==> config.mk <==
export PLATFORM = sky130hd
export DESIGN_NAME = pc_fetch_queue
export DESIGN_NICKNAME = d
export VERILOG_FILES = /design/src/rtl/pc_fetch_queue_pkg.sv /design/src/rtl/pc_fetch_queue_fetch_fifo.sv /design/src/rtl/pc_fetch_queue.sv
export SDC_FILE = /design/constraint.sdc
export NUM_CORES = 1
export LEC_CHECK = 0
export ABC_AREA = 1
export CAP_MARGIN = 10
export CORE_ASPECT_RATIO = 1.5
export CORE_UTILIZATION = 25
export DETAILED_ROUTE_END_ITERATION = 10
export DONT_BUFFER_PORTS = 1
export GPL_ROUTABILITY_DRIVEN = 0
export SYNTH_ARGS = -nofsm -noshare
export SYNTH_HDL_FRONTEND = slang
export SYNTH_SLANG_ARGS = --single-unit
==> constraint.sdc <==
create_clock -name clk -period 4.89 [get_ports clk]
set_clock_uncertainty 0.1 [all_clocks]
set_input_delay 0.489 -clock clk [delete_from_list [all_inputs] [get_ports clk]]
set_output_delay 0.489 -clock clk [all_outputs]
set_load 0.01 [all_outputs]
==> src/rtl/pc_fetch_queue_pkg.sv <==
// Shared types and defaults for the instruction-fetch queue.
package pc_fetch_queue_pkg;

  localparam int unsigned FETCH_ADDR_W = 32;
  localparam int unsigned FETCH_DATA_W = 32;
  localparam int unsigned PC_STEP      = 4;

  localparam logic [FETCH_ADDR_W-1:0] DEFAULT_RESET_PC = 32'h0000_0000;

  // Queue entry at the default widths.
  typedef struct packed {
    logic [FETCH_ADDR_W-1:0] pc;
    logic [FETCH_DATA_W-1:0] data;
    logic                    exc;
  } fetch_entry_t;

  // Redirect request as produced by ID.
  typedef struct packed {
    logic                    en;
    logic [FETCH_ADDR_W-1:0] addr;
  } jump_t;

endpackage

==> src/rtl/pc_fetch_queue_fetch_fifo.sv <==
// fetch_fifo: generic synchronous FIFO with push/pop/flush and occupancy count.
// DEPTH must be a power of two; flush wins over push and pop.
module pc_fetch_queue_fetch_fifo #(
  parameter int unsigned DEPTH = 4,
  parameter type entry_t = logic [7:0]
) (
  input  logic                   clk,
  input  logic                   rst,
  input  logic                   push,
  input  entry_t                 push_data,
  input  logic                   pop,
  input  logic                   flush,
  output entry_t                 head,
  output logic [$clog2(DEPTH):0] count,
  output logic                   empty
);

  localparam int unsigned PTR_W = $clog2(DEPTH);
  localparam int unsigned CNT_W = $clog2(DEPTH) + 1;

  entry_t             mem [DEPTH];
  logic [PTR_W-1:0]   wr_ptr;
  logic [PTR_W-1:0]   rd_ptr;
  logic [CNT_W-1:0]   cnt;

  // Pointer and occupancy bookkeeping.
  always_ff @(posedge clk) begin
    if (rst || flush) begin
      wr_ptr <= '0;
      rd_ptr <= '0;
      cnt    <= '0;
    end else begin
      if (push) wr_ptr <= wr_ptr + PTR_W'(1);
      if (pop)  rd_ptr <= rd_ptr + PTR_W'(1);
      cnt <= cnt + CNT_W'(push) - CNT_W'(pop);
    end
  end

  // Storage write; contents need no reset because the head is masked when empty.
  always_ff @(posedge clk) begin
    if (!rst && !flush && push) mem[wr_ptr] <= push_data;
  end

  assign empty = (cnt == '0);
  assign count = cnt;
  assign head  = empty ? entry_t'('0) : mem[rd_ptr];

endmodule

==> src/rtl/pc_fetch_queue.sv <==
// pc_fetch_queue: decoupled prefetcher. Owns the fetch PC, issues pipelined
// memory requests, buffers returned words in order and serves ID via valid/ready.
// Optional feature macro: IF_MISALIGN_EXC_EN (misaligned redirect raises an
// exception entry and halts fetch instead of silently aligning the target).
module pc_fetch_queue
  import pc_fetch_queue_pkg::*;
#(
  parameter int unsigned       ADDR_W   = FETCH_ADDR_W,
  parameter int unsigned       DATA_W   = FETCH_DATA_W,
  parameter int unsigned       DEPTH    = 4,
  parameter logic [ADDR_W-1:0] RESET_PC = ADDR_W'(DEFAULT_RESET_PC)
) (
  input  logic              clk,
  input  logic              rst,
  input  logic              redirect_en,
  input  logic [ADDR_W-1:0] redirect_addr,
  output logic              mem_req,
  output logic [ADDR_W-1:0] mem_addr,
  input  logic              mem_gnt,
  input  logic              mem_rvalid,
  input  logic [DATA_W-1:0] mem_rdata,
  output logic              inst_valid,
  output logic [ADDR_W-1:0] inst_pc,
  output logic [DATA_W-1:0] inst_data,
  output logic              inst_exc,
  input  logic              inst_ready
);

  localparam int unsigned CNT_W = $clog2(DEPTH) + 1;
  localparam int unsigned SUM_W = CNT_W + 1;

  typedef struct packed {
    logic [ADDR_W-1:0] pc;
    logic [DATA_W-1:0] data;
    logic              exc;
  } entry_t;

  logic [ADDR_W-1:0] fetch_pc_q, fetch_pc_d;
  logic [ADDR_W-1:0] resp_pc_q,  resp_pc_d;
  logic [CNT_W-1:0]  outst_q,    outst_d;
  logic [CNT_W-1:0]  discard_q,  discard_d;
  logic              req_q,      req_d;
  logic              halt_q,     halt_d;
  logic              exc_pend_q, exc_pend_d;

  logic [CNT_W-1:0]  occ, occ_d;
  logic [SUM_W-1:0]  inflight_d;
  logic              fifo_empty;
  logic              push, pop, flush;
  entry_t            push_entry, head;

  logic              gnt_fire;
  logic [ADDR_W-1:0] tgt;
  logic              tgt_misaligned;

  assign gnt_fire = req_q & mem_gnt;

`ifdef IF_MISALIGN_EXC_EN
  assign tgt            = redirect_addr;
  assign tgt_misaligned = |redirect_addr[1:0];
`else
  logic addr_lsb_unused;
  assign addr_lsb_unused = ^redirect_addr[1:0];
  assign tgt             = {redirect_addr[ADDR_W-1:2], 2'b00};
  assign tgt_misaligned  = 1'b0;
`endif

  // Next-state: redirect/flush, response accept or discard, issue, request gating.
  always_comb begin
    fetch_pc_d = fetch_pc_q;
    resp_pc_d  = resp_pc_q;
    outst_d    = outst_q;
    discard_d  = discard_q;
    halt_d     = halt_q;
    exc_pend_d = 1'b0;
    push       = 1'b0;
    push_entry = '0;
    flush      = 1'b0;
    pop        = inst_valid & inst_ready;

    if (redirect_en) begin
      // Everything in flight, including this cycle's grant, becomes stale.
      flush      = 1'b1;
      fetch_pc_d = tgt;
      resp_pc_d  = tgt;
      outst_d    = outst_q + CNT_W'(gnt_fire) - CNT_W'(mem_rvalid);
      discard_d  = outst_d;
      halt_d     = tgt_misaligned;
      exc_pend_d = tgt_misaligned;
    end else begin
      if (mem_rvalid) begin
        outst_d = outst_d - CNT_W'(1);
        if (discard_q != '0) begin
          discard_d = discard_q - CNT_W'(1);
        end else begin
          push       = 1'b1;
          push_entry = '{pc: resp_pc_q, data: mem_rdata, exc: 1'b0};
          resp_pc_d  = resp_pc_q + ADDR_W'(PC_STEP);
        end
      end
      if (gnt_fire) begin
        fetch_pc_d = fetch_pc_q + ADDR_W'(PC_STEP);
        outst_d    = outst_d + CNT_W'(1);
      end
      // All responses are being discarded here, so this never collides with a data push.
      if (exc_pend_q) begin
        push       = 1'b1;
        push_entry = '{pc: resp_pc_q, data: '0, exc: 1'b1};
      end
    end

    occ_d      = flush ? '0 : occ + CNT_W'(push) - CNT_W'(pop);
    inflight_d = SUM_W'(occ_d) + SUM_W'(outst_d);
    req_d      = !halt_d && (inflight_d < SUM_W'(DEPTH));
  end

  // Control state registers.
  always_ff @(posedge clk) begin
    if (rst) begin
      fetch_pc_q <= RESET_PC;
      resp_pc_q  <= RESET_PC;
      outst_q    <= '0;
      discard_q  <= '0;
      req_q      <= 1'b0;
      halt_q     <= 1'b0;
      exc_pend_q <= 1'b0;
    end else begin
      fetch_pc_q <= fetch_pc_d;
      resp_pc_q  <= resp_pc_d;
      outst_q    <= outst_d;
      discard_q  <= discard_d;
      req_q      <= req_d;
      halt_q     <= halt_d;
      exc_pend_q <= exc_pend_d;
    end
  end

  pc_fetch_queue_fetch_fifo #(
    .DEPTH   (DEPTH),
    .entry_t (entry_t)
  ) u_fifo (
    .clk       (clk),
    .rst       (rst),
    .push      (push),
    .push_data (push_entry),
    .pop       (pop),
    .flush     (flush),
    .head      (head),
    .count     (occ),
    .empty     (fifo_empty)
  );

  assign mem_req    = req_q;
  assign mem_addr   = fetch_pc_q;
  assign inst_valid = !fifo_empty;
  assign inst_pc    = head.pc;
  assign inst_data  = head.data;
  assign inst_exc   = head.exc;

endmodule

==> out/qor_table.md <==
| Item | This run |
|:---|:---|
| Sequential fraction of the synthesis area | 0.595 |
| Die span in y | 303 microns |
| Area of the core | 59,900 sq um |
| All-layer global routing usage | 0.137 |
| Startpoint-to-endpoint class of the critical path | flop to output port |
| Worst R2R Setup Slack | 1.76 ns |
| Achievable clock frequency | 261 MHz |
| Placed insts | 2,382 |
| Routed wirelength normalized by instance count | 17.4 microns |
| Final max-slew violation count | 0 |
| Sequential fraction of design power | 0.472 |
| Lkg Pwr | 0.00618 uW |
| Number of clock sinks seen by CTS | 325 |
| Cell Area, Synth | 15,100 sq um |
| Iteration-0 DRC count of the detailed router | 663 |
| Remaining global-route overflow | 0 |
| Leading post-synthesis cells by cell area | sky130_fd_sc_hd__edfxtp_1 (49%), sky130_fd_sc_hd__nor2_1 (10%), sky130_fd_sc_hd__dfxtp_1 (10%), sky130_fd_sc_hd__nand2_1 (5.7%), sky130_fd_sc_hd__o21ai_0 (5.7%) |
| Power share of the combinational group | 0.102 |
| Worst flop-to-flop path endpoint | u_fifo.mem[2][37] |
| Hold Path Depth | 2 |
| Root buf cell | sky130_fd_sc_hd__clkbuf_16 |
| Number of distinct library cell variants in the gate-level netlist after synthesis | 44 |
| CTS tree | done |
| Unrepaired setup endpoints after global routing | false |
| Chip width | 203 microns |
| Clock Latency Late Sink | 0.55 ns |
| Post-Synthesis Cells | 1,654 |
| Number of maximum-capacitance violations | 0 |
| Tightest Hold Check Type | input pin to flop |
| Number of synthesis warnings | 0 |
| Total of buffers placed on input and output ports | 0 |
| # rows | 110 |
| Largest area contributor in the netlist | sky130_fd_sc_hd__edfxtp_1 |
| Detailed-routing iteration count for the pre-antenna-repair pass | 5 |
| Kind of start point of the critical path | flop |
| Power per unit of standard cell area | 386 nW/um^2 |
| Worst-margin pin slew | 1.12 ns |
| Worst Hold Launch | redirect_addr[18] |
| Total setup buffers inserted after CTS | 0 |
| Worst voltage drop across the vdd grid | 0.261 mV |
| Number of antenna violations at the first check in global routing | 0 |
| Final total negative setup slack | 0 ns |
| Final critical-path share of the clock period | 0.783 |
| Deepest clock path buffer count | 3 |
| Count of endpoints failing hold in the final timing report | 0 |
| Via count | 11.2k |
| Worst-path clk slew | 0.06 ns |
| Post-layout minimum cycle time | 3.83 ns |
| Most numerous cell types in the synthesized netlist | sky130_fd_sc_hd__nor2_1 (414), sky130_fd_sc_hd__edfxtp_1 (248), sky130_fd_sc_hd__nand2_1 (230) |
| Capture endpoint of the worst hold path | resp_pc_q[18] |
| Fraction of post-synthesis cell area in the top cell type by area | 0.493 |
| CTS Buf Count | 36 |
| Detail Route Antenna Nets | 0 |
| First-pass GRT wire length | 63,500 microns |
| Psw | 1720 uW |
| Share of synthesized registers carrying an async set or reset | 0 |
| Sw Share | 0.257 |
| Post-synth EDFFs | 248 |
| Fraction of final layout cells sized beyond drive strength 1 | 0.0852 |
| Cell-internal power | 4950 uW |
| Primary FF master, synth | sky130_fd_sc_hd__edfxtp_1 |
| Worst-path maximum fanout | 34 |
| Number of flip-flops and latches in the synthesized netlist | 325 |
| Effective utilization at floorplan | 0.252 |
| Die outline area | 61,500 sq um |
| Crit. End Element | output port |
| Status | finished clean |
| Wire length after detailed routing | 42,600 microns |
| Via/cell ratio | 4.56 |
| Reg2Reg Launch Point | discard_q[0] |
| Number of cells in the finished layout apart from fillers | 2,450 |
| Syn avg cell area | 9.14 sq um |
| Antenna diode count | 0 |
| IO Pins | 169 |
| Net count reported at finish | 1,729 |
| Number of DRC violations after detailed routing | 0 |
| Data required time of the worst path | 4.30 ns |
| Max-Slew Margin vs Limit | 0.253 |
| Half-perimeter wire length after placement | 27,800 microns |
| Critical path data arrival time | 3.24 ns |
| Via count of the first global-routing pass | 10.8k |
| H-tree lvl count | 2 |
| Clock network fraction of design power | 0.426 |
| Hold slack final | 0.0393 ns |
| Largest net degree at the start of global routing | 89 |
| Area Overhead vs Synth | 14.1% |
| Number of cell instances on the worst register-to-register path | 7 |
| Most frequently used cell type in the post-synthesis netlist | sky130_fd_sc_hd__nor2_1 |
| Setup violators final | 0 |
worst max path at each step:
stage                        endpoint  cells after the start
CTS                        inst_pc[9]                      5
detailed placement         inst_pc[9]                      5
global placement           inst_pc[9]                      5
global route              inst_pc[22]                      5
finish                    inst_pc[10]                      5
floorplan           u_fifo.mem[0][10]                      4
power groups by stage:
stage | sequential [uW] | clock [uW] | combinational [uW]
finish | 3150 | 2840 | 679
global route | 3160 | 3010 | 767
CTS | 3150 | 2920 | 695
detailed placement | 3210 | 0 | 677
global placement | 3200 | 0 | 663
floorplan | 3180 | 0 | 491
stage by stage:
| step | total power (uW) | instance area, sq um | util | setup WS, ns |
|---|---|---|---|---|
| final | 6660 | 17200 | 0.288 | 1.06 |
| after global routing | 6940 | 17200 | 0.288 | 0.810 |
| after CTS | 6760 | 17200 | 0.288 | 0.929 |
| after detailed placement | 3880 | 15900 | 0.266 | 1.54 |
| after global placement | 3870 | 15900 | 0.266 | 1.53 |
| after floorplan | 3670 | 15100 | - | 0.733 |
flip-flops by register name, indices dropped and copies added (netlist names), 2 cells and up, named ones only:
| signal | count |
|---|---|
| resp_pc_q | 30 |
| u_fifo.rd_ptr | 2 |
| outst_q | 3 |
| u_fifo.mem | 248 |
| discard_q | 3 |
| u_fifo.count | 3 |
| mem_addr | 30 |
| u_fifo.wr_ptr | 2 |
cells by family (layout without fill, tap and decap cells):
| family | Yosys count | in the layout | synth area share |
|---|---|---|---|
| AO/OA/AOI/OAI | 327 | 327 | 0.113 |
| other | 1 | 5 | 0.000248 |
| XOR/XNOR | 19 | 19 | 0.0110 |
| AND/OR/NAND/NOR | 744 | 744 | 0.207 |
| adder cells (fa/ha/maj) | 18 | 18 | 0.0159 |
| buffers and inverters | 220 | 228 | 0.0586 |
| flip-flops | 325 | 325 | 0.595 |
cell usage in the layout, fill, tap and decap left out, types with 6 or more instances in the layout:
cell type                   netlist  layout
sky130_fd_sc_hd__nor2_1         414     410
sky130_fd_sc_hd__edfxtp_1       248     248
sky130_fd_sc_hd__nand2_1        230     230
sky130_fd_sc_hd__o21ai_0        171     171
sky130_fd_sc_hd__inv_1          129     129
sky130_fd_sc_hd__a21oi_1        113     113
sky130_fd_sc_hd__dfxtp_1         77      75
sky130_fd_sc_hd__nand3_1         40      40
sky130_fd_sc_hd__clkbuf_16        0      38
sky130_fd_sc_hd__a31oi_1         17      17
sky130_fd_sc_hd__buf_4            6      17
sky130_fd_sc_hd__ha_1            16      16
sky130_fd_sc_hd__nor2_4          11      15
sky130_fd_sc_hd__xor2_1          13      13
sky130_fd_sc_hd__inv_2           13      12
sky130_fd_sc_hd__nor2_2          12      12
sky130_fd_sc_hd__nand2_2         11      11
sky130_fd_sc_hd__nand4_1          8       8
sky130_fd_sc_hd__o21ai_1          8       8
sky130_fd_sc_hd__clkinv_2         0       7
sky130_fd_sc_hd__xnor2_1          6       6
metal layers:
| metal | up-vias | part of all wire | global-route usage |
|---|---|---|---|
| li1 | 5472 | - | - |
| met1 | 5269 | 0.40 | 0.158 |
| met2 | 357 | 0.50 | 0.244 |
| met3 | 66 | 0.062 | 0.0284 |
| met4 | 0 | 0.034 | 0.0564 |
| met5 | - | 0 | 0 |
worst max-delay path, stage by stage (launching register included):
cell	delay, ns
sky130_fd_sc_hd__dfxtp_2	0.88
sky130_fd_sc_hd__inv_2	0.53
sky130_fd_sc_hd__buf_4	0.44
sky130_fd_sc_hd__nor2_1	0.14
sky130_fd_sc_hd__o21ai_0	0.09
sky130_fd_sc_hd__a21oi_1	0.57
final cells by class:
cell class / count / area, sq um
clock buffers: 43 / 980
clock inverters: 20 / 254
fillers: 6188 / 42600
inverters: 142 / 534
multi-input cells: 1113 / 5290
flip-flops and latches: 325 / 8990
well taps: 784 / 981
repair buffers: 23 / 215
what timing repair did:
item | in CTS | in global routing
gates resized for setup | 0 | 0
hold endpoints to repair | 51 | 0
hold buffers | 5 | 0
Note: power is estimated with default switching activity, not from simulation.
